## src/rtl/lcd_cmd_sched.sv

```systemverilog
`default_nettype none
// ============================================================================
// Module   : lcd_cmd_sched
// Purpose  : Buffers host commands and issues them one at a time to the LCD
//            engine while it is idle; tracks write-out through to done.
// Options  : LCD_SCHED_ILLEGAL_FILTER_EN - drop codes 12-15 at the host port
// Revision : 1.0 - initial release
// ============================================================================
module lcd_cmd_sched #(
    parameter int DEPTH = 8,
    parameter int CNT_W = 8
) (
    input  logic             clk,
    input  logic             reset,
    input  logic [3:0]       host_cmd,
    input  logic             host_valid,
    output logic             host_ready,
    output logic [3:0]       cmd,
    output logic             cmd_valid,
    input  logic             busy,
    input  logic             done,
    output logic             seq_done,
    output logic             err_illegal,
    output logic [CNT_W-1:0] issued_cnt
);

    localparam int c_ADDR_W = $clog2(DEPTH);

    typedef enum logic [2:0] {
        S_INIT  = 3'd0,
        S_IDLE  = 3'd1,
        S_ISSUE = 3'd2,
        S_HOLD  = 3'd3,
        S_WAIT  = 3'd4,
        S_FLUSH = 3'd5,
        S_END   = 3'd6
    } state_t;

    state_t             r_state;
    logic [3:0]         r_mem [DEPTH];
    logic [c_ADDR_W:0]  r_wr_ptr;
    logic [c_ADDR_W:0]  r_rd_ptr;
    logic               r_sealed;
    logic [3:0]         r_cmd;
    logic               r_cmd_valid;
    logic               r_seq_done;
    logic               r_err_illegal;
    logic [CNT_W-1:0]   r_issued_cnt;

    logic               w_empty;
    logic               w_full;
    logic               w_host_ready;
    logic               w_accept;
    logic               w_push;
    logic               w_pop;
    logic               w_err_set;
    logic [3:0]         w_head;

    // Extra pointer MSB distinguishes full from empty when the indices match
    assign w_empty      = (r_wr_ptr == r_rd_ptr);
    assign w_full       = (r_wr_ptr[c_ADDR_W] != r_rd_ptr[c_ADDR_W]) &&
                          (r_wr_ptr[c_ADDR_W-1:0] == r_rd_ptr[c_ADDR_W-1:0]);
    assign w_host_ready = !w_full && !r_sealed && (r_state != S_INIT);
    assign w_accept     = host_valid && w_host_ready;
    assign w_head       = r_mem[r_rd_ptr[c_ADDR_W-1:0]];
    assign w_pop        = (r_state == S_IDLE) && !w_empty && !busy;

`ifdef LCD_SCHED_ILLEGAL_FILTER_EN
    logic w_in_illegal;
    assign w_in_illegal = (host_cmd[3:2] == 2'b11);
    assign w_push       = w_accept && !w_in_illegal;
    assign w_err_set    = w_accept && w_in_illegal;
`else
    logic w_head_illegal;
    assign w_head_illegal = (w_head[3:2] == 2'b11);
    assign w_push         = w_accept;
    assign w_err_set      = w_pop && w_head_illegal;
`endif

    always_ff @(posedge clk or posedge reset) begin
        if (reset) begin
            r_wr_ptr <= '0;
            r_rd_ptr <= '0;
            r_sealed <= 1'b0;
            for (int i = 0; i < DEPTH; i++) begin
                r_mem[i] <= 4'd0;
            end
        end else begin
            if (w_push) begin
                r_mem[r_wr_ptr[c_ADDR_W-1:0]] <= host_cmd;
                r_wr_ptr <= r_wr_ptr + (c_ADDR_W+1)'(1);
            end
            if (w_pop) begin
                r_rd_ptr <= r_rd_ptr + (c_ADDR_W+1)'(1);
            end
            // Write-out is the last command of a sequence; refuse anything after it
            if (w_accept && (host_cmd == 4'd0)) begin
                r_sealed <= 1'b1;
            end
        end
    end

    always_ff @(posedge clk or posedge reset) begin
        if (reset) begin
            r_state       <= S_INIT;
            r_cmd         <= 4'd0;
            r_cmd_valid   <= 1'b0;
            r_seq_done    <= 1'b0;
            r_err_illegal <= 1'b0;
            r_issued_cnt  <= '0;
        end else begin
            r_cmd_valid <= 1'b0;
            if (w_err_set) begin
                r_err_illegal <= 1'b1;
            end
            case (r_state)
                S_INIT: begin
                    if (!busy) begin
                        r_state <= S_IDLE;
                    end
                end
                S_IDLE: begin
                    if (w_pop) begin
                        r_cmd       <= w_head;
                        r_cmd_valid <= 1'b1;
                        r_state     <= S_ISSUE;
                    end
                end
                S_ISSUE: begin
                    if (r_issued_cnt != {CNT_W{1'b1}}) begin
                        r_issued_cnt <= r_issued_cnt + CNT_W'(1);
                    end
                    r_state <= (r_cmd == 4'd0) ? S_FLUSH : S_HOLD;
                end
                // Engine raises busy one cycle late, so busy is not trusted here
                S_HOLD: begin
                    r_state <= S_WAIT;
                end
                S_WAIT: begin
                    if (!busy) begin
                        r_state <= S_IDLE;
                    end
                end
                S_FLUSH: begin
                    if (done) begin
                        r_seq_done <= 1'b1;
                        r_state    <= S_END;
                    end
                end
                S_END: begin
                    r_state <= S_END;
                end
                default: begin
                    r_state <= S_INIT;
                end
            endcase
        end
    end

    assign host_ready  = w_host_ready;
    assign cmd         = r_cmd;
    assign cmd_valid   = r_cmd_valid;
    assign seq_done    = r_seq_done;
    assign err_illegal = r_err_illegal;
    assign issued_cnt  = r_issued_cnt;

endmodule
`default_nettype wire

```

## config.mk

```make
export PLATFORM = sky130hd
export DESIGN_NAME = lcd_cmd_sched
export DESIGN_NICKNAME = d
export VERILOG_FILES = /design/src/rtl/lcd_cmd_sched.sv
export SDC_FILE = /design/constraint.sdc
export NUM_CORES = 1
export LEC_CHECK = 0
export CAP_MARGIN = 20
export CORE_ASPECT_RATIO = 1.1
export CORE_MARGIN = 4
export CORE_UTILIZATION = 57
export DETAILED_ROUTE_END_ITERATION = 8
export PLACE_DENSITY = 0.79
export RECOVER_POWER = 100
export SETUP_SLACK_MARGIN = 0.02
export SLEW_MARGIN = 20
export SYNTH_ARGS = -nofsm -noshare
export SYNTH_HDL_FRONTEND = slang
export SYNTH_SLANG_ARGS = --single-unit
export TNS_END_PERCENT = 1
```

## constraint.sdc

```tcl
create_clock -name clk -period 2.5 [get_ports clk]
set_input_delay 0.5 -clock clk [delete_from_list [all_inputs] [get_ports clk]]
set_output_delay 0.5 -clock clk [all_outputs]
set_load 0.05 [all_outputs]
```

Word-level counts from Yosys, hierarchy flattened
Index checks and enable logic that the tools add are counted.
{ "word_totals": {"mem_bits_rw": 0, "inputBits": 9, "register_bits": 59, "mem_bits_ro": 0, "out_inout_bits": 16, "wordCells": 74, "latch_bits": 0, "memories": 0} }
{ "classes": {"n_bitwise": 2, "order_cmp": 3, "n_eq_ne": 14, "n_reduce_logical": 22, "addsub": 3, "muxes": 13, "div": 0, "n_shift": 0, "multipliers": 0} }
{ "ops": {"columns": ["op", "count"], "rows": [
  ["32-bit bitwise mux", 1],
  ["3-bit case mux with 6 select lines", 1],
  ["4-bit binary-select mux with 3-bit select", 1],
  ["4-bit demux with 3-bit select", 1],
  ["3-bit two-way mux", 4],
  ["4-bit two-way mux", 3],
  ["3-bit == test, second input constant", 3],
  ["1-bit logical AND", 9],
  ["4-bit by 1-bit adder with 4-bit output, second input constant", 2],
  ["8-bit by 1-bit adder with 8-bit output, second input constant", 1],
  ["4-bit >= comparator, second input constant", 2],
  ["4-bit logical NOT", 2],
  ["8-bit != test, second input constant", 1],
  ["3-bit NOT with 4-bit output", 2],
  ["3-bit by 2-bit == test with 1-bit output, second input constant", 2],
  ["2-bit != test, second input constant", 3],
  ["2-bit AND reduction", 3],
  ["4-bit == test", 1],
  ["1-bit logical NOT", 4],
  ["4-bit by 1-bit less-than comparator with 1-bit output, second input constant", 1],
  ["3-bit by 1-bit == test with 1-bit output, second input constant", 1],
  ["3-bit == test", 1],
  ["3-bit logical NOT", 1],
  ["3-bit AND reduction", 1],
  ["other kinds (5)", 6]
]} }

Longest topological paths before layout
{ "depth": {"ltp_word": 7, "mapped_depth": 6, "depth_no_buf": 5} }

Worst setup path before layout
Ideal clock, no wire load.
{ "synth_timing": {"kind": "reg2out", "start": "register r_rd_ptr[2]", "end": "output port host_ready", "n_path_buf": 2, "path_slack_ns": 0.661, "t_required_ns": 2.000, "path_stages_with_launch": 6, "arrival_time_ns": 1.339, "path_cell_list": "dfrtp_1 buf_2 xnor2_1 nand4_1 buf_4 and2_1"} }
{ "synth_between": {"elab_chain_len": 5} }
{ "synth_rtl": {"columns": ["item", "line_no", "source"], "rows": [
  ["start, declared", "42", "logic [c_ADDR_W:0] r_rd_ptr;"],
  ["start signal, assigned", "94", "r_rd_ptr <= r_rd_ptr + (c_ADDR_W+1)'(1);"],
  ["3-bit == test", "62", "(r_wr_ptr[c_ADDR_W-1:0] == r_rd_ptr[c_ADDR_W-1:0]);"],
  ["1-bit logical AND", "61", "assign w_full = (r_wr_ptr[c_ADDR_W] != r_rd_ptr[c_ADDR_W]) &&"],
  ["1-bit logical NOT", "63", "assign w_host_ready = !w_full && !r_sealed && (r_state != S_INIT);"],
  ["1-bit logical AND (2 in series)", "63", null],
  ["end, declared", "17", "output logic host_ready,"]
]} }
Every way passes these cells.

Final worst setup path
{ "layout_timing": {"start": "register r_rd_ptr[0]", "end": "output port host_ready"} }
Same word-level chain as after synthesis.

==> results.py <==
metrics = {
    "logic_synthesis": {
        "syn_area_mm2": 0.00283,
        "syn_inst": 210,
        "yosysMostFrequentCell": "dfrtp_1",
        "synth_edf_count": 0,
        "syn_nets": 222,
        "yosys_register_bits": 59,
        "synth_flop_cell": "dfrtp_1",
        "synth_top_area_frac": 0.523,
        "synthTopCellsByArea": "dfrtp_1 52%, mux2_2 15%, mux4_1 5.6%",
        "seq_area_frac_synth": 0.523,
        "syn_area_per_cell_um2": 13.5,
        "synthTopCellsByCount": "59 x dfrtp_1, 37 x mux2_2, 13 x xnor2_1, 9 x nand2_1, 8 x nand4_1",
        "synthArstFlopShare": 1.00,
        "synth_top_area_cell": "dfrtp_1",
        "ys_warn_count": 0,
        "synth.distinct_cells": 41,
    },
    "timing": {
        "post-route-period-util": 0.910,
        "rsz0062_at_grt": "no",
        "fin_tns_setup_ps": 0,
        "final-hold-violation-count": 0,
        "fmax_ghz": 0.440,
        "worst_pin_slew_ps": 914,
        "finalSetupViolations": 0,
        "fin_crit_ps": 2270,
        "slew_headroom": 0.390,
        "finClkSkew_ps": 12.5,
        "drv_slew": 0,
    },
    "pwr": {
        "powerDensity_mw_per_mm2": 1350,
        "p_clk_frac": 0.192,
        "p_seq_frac": 0.398,
        "peakVddDrop_mv": 0.660,
        "p_leak_nw": 1.49,
        "p_sw_mw": 1.68,
        "comb_power_share": 0.410,
        "switching_share": 0.376,
        "p_int_mw": 2.78,
    },
    "placement": {
        "finalWeightedCongestion": 0.837,
        "placed_area_mm2": 0.00314,
        "portBuffers": 24,
        "dpl.hpwl_um": 3810,
    },
    "setup_path": {
        "r2r_cells": 5,
        "worstPathArrival_ps": 1770,
        "worstSetupStartpointType": "register",
        "cp.required_ps": 2000,
        "worstPathMaxFanout": 9,
        "reg2reg_setup_slack_ps": 370,
        "cp-end-kind": "output pin",
        "worstSetupPathType": "reg2out",
    },
    "clock_network": {
        "cts_made_buffers": 9,
        "cts-root-buf": "clkbuf_8",
        "clockBufferDepth": 2,
        "clk_pin_slew_ps": 60,
        "cts_tree": "yes",
        "clock-sinks": 59,
        "htree_levels": 3,
        "clock_latency_ps": 330,
        "cts_setup_buffers": 0,
    },
    "route": {
        "drc": 0,
        "firstDrtPassIters": 4,
        "ant_nets": 0,
        "drtIter0Drc": 76,
        "via_count": 1810,
        "wirelength_um": 5310,
        "wl_per_cell_um": 17.5,
        "viasPerCell": 5.97,
    },
    "global_routing": {
        "grt_pass1_vias": 1854,
        "grt_pass1_wl_um": 8850,
        "grt_usage": 0.202,
        "antenna_found_initial": 0,
        "grt_overflow": 0,
        "grt_max_degree": 38,
    },
    "die": {
        "die_area_mm2": 0.00615,
        "io_pins": 25,
        "core_mm2": 0.00472,
        "fp.dieW_um": 75.1,
        "start_util": 0.599,
        "num_rows": 26,
        "die_h_um": 81.8,
    },
    "outcome": {
        "outcome": "completed",
    },
    "layout": {
        "final_nets": 255,
        "diodes": 0,
        "area_delta_synth_final_pct": 17.4,
        "design_area_mm2": 0.00332,
        "drive_gt1_frac": 0.243,
    },
    "min_path": {
        "worstHoldPathType": "reg2reg",
        "min_path_cells": 1,
    },
    "flow_run": {
        "maxCapViolCount": 0,
    },
}
-- what timing repair did --
item / in CTS / in global routing
resized for setup: 0 / 1
hold buffers: 0 / 0
setup endpoints to repair: 0 / 1
-- flip-flops by register name, summed over array words and instances (netlist names) --
signal       count
cmd              4
cmd_valid        1
err_illegal      1
issued_cnt       8
r_mem           32
r_rd_ptr         4
r_sealed         1
r_state          3
r_wr_ptr         4
seq_done         1
-- cells by family (layout without fill, tap and decap cells) --
kind of cell             Yosys count  count (layout)  share of synthesized area
AND/OR/NAND/NOR                   50              50                      0.105
adder cells (fa/ha/maj)            3               3                     0.0133
multiplexers                      48              48                      0.230
XOR/XNOR                          17              17                     0.0527
AO/OA/AOI/OAI                     18              18                     0.0465
buffers and inverters             15              52                     0.0301
flip-flops                        59              59                      0.523
-- final timing paths --
check                                              from                        end
worst max register to register  r_rd_ptr[0]$_DFFE_PP0P_      r_mem[23]$_DFFE_PP0P_
worst min-delay path               seq_done$_DFFE_PP0P_       seq_done$_DFFE_PP0P_
min in group asynchronous                         reset  issued_cnt[4]$_DFFE_PP0P_
worst min register to register     seq_done$_DFFE_PP0P_       seq_done$_DFFE_PP0P_
max in group asynchronous                         reset      r_mem[12]$_DFFE_PP0P_
worst max-delay path            r_rd_ptr[0]$_DFFE_PP0P_                 host_ready
-- placed cells by master, fill, tap and decap left out, types with 4 or more instances in the layout --
master,n
clkdlybuf4s50_1,7
mux2_2,37
xnor2_1,13
xor2_1,4
mux4_1,6
nor2_1,4
dfrtp_1,59
nand4b_1,4
nand4_1,8
nand2_1,9
clkbuf_1,5
buf_4,5
clkbuf_8,11
inv_1,5
nand3_1,6
dlygate4sd3_1,16
-- power by group through the flow --
stage | registers, mW | logic, mW | clock network (mW)
6_report | 1.77 | 1.83 | 0.857
3_5_place_dp | 1.79 | 1.90 | 0
5_1_grt | 1.83 | 2.00 | 0.926
2_1_floorplan | 1.88 | 1.31 | 0
3_3_place_gp | 1.77 | 1.84 | 0
4_1_cts | 1.78 | 1.91 | 0.878
-- critical path, cell delays in order, from the launching register on --
cell and delay (ps):
dfrtp_1 540, xnor2_1 300, nand4_1 220, and2_0 190, buf_4 190
-- metal layers --
layer  part of all wire  track usage
met5                  0            0
met4              0.016        0.101
met3              0.048       0.0636
met2               0.52        0.330
met1               0.41        0.236
-- through the flow --
stage | power (mW) | util | setup slack (ps) | hold slack, ps | std cells
2_1_floorplan | 3.19 | - | 544 | 444 | 210
3_3_place_gp | 3.61 | 0.666 | 434 | 445 | 288
3_5_place_dp | 3.69 | 0.666 | 397 | 448 | 288
4_1_cts | 4.56 | 0.707 | 119 | 467 | 303
5_1_grt | 4.75 | 0.703 | 122 | 480 | 303
6_report | 4.46 | 0.703 | 225 | 462 | 303
-- cell type report --
type / count / area [µm²]
Tap cell: 56 / 70.1
Timing Repair Buffer: 32 / 299
Inverter: 5 / 18.8
Fill cell: 375 / 1400
Clock buffer: 13 / 159
Multi-Input combinational cell: 136 / 1260
Sequential cell: 59 / 1480
Clock inverter: 2 / 35.0
Note: power is estimated with default switching activity, not from simulation.
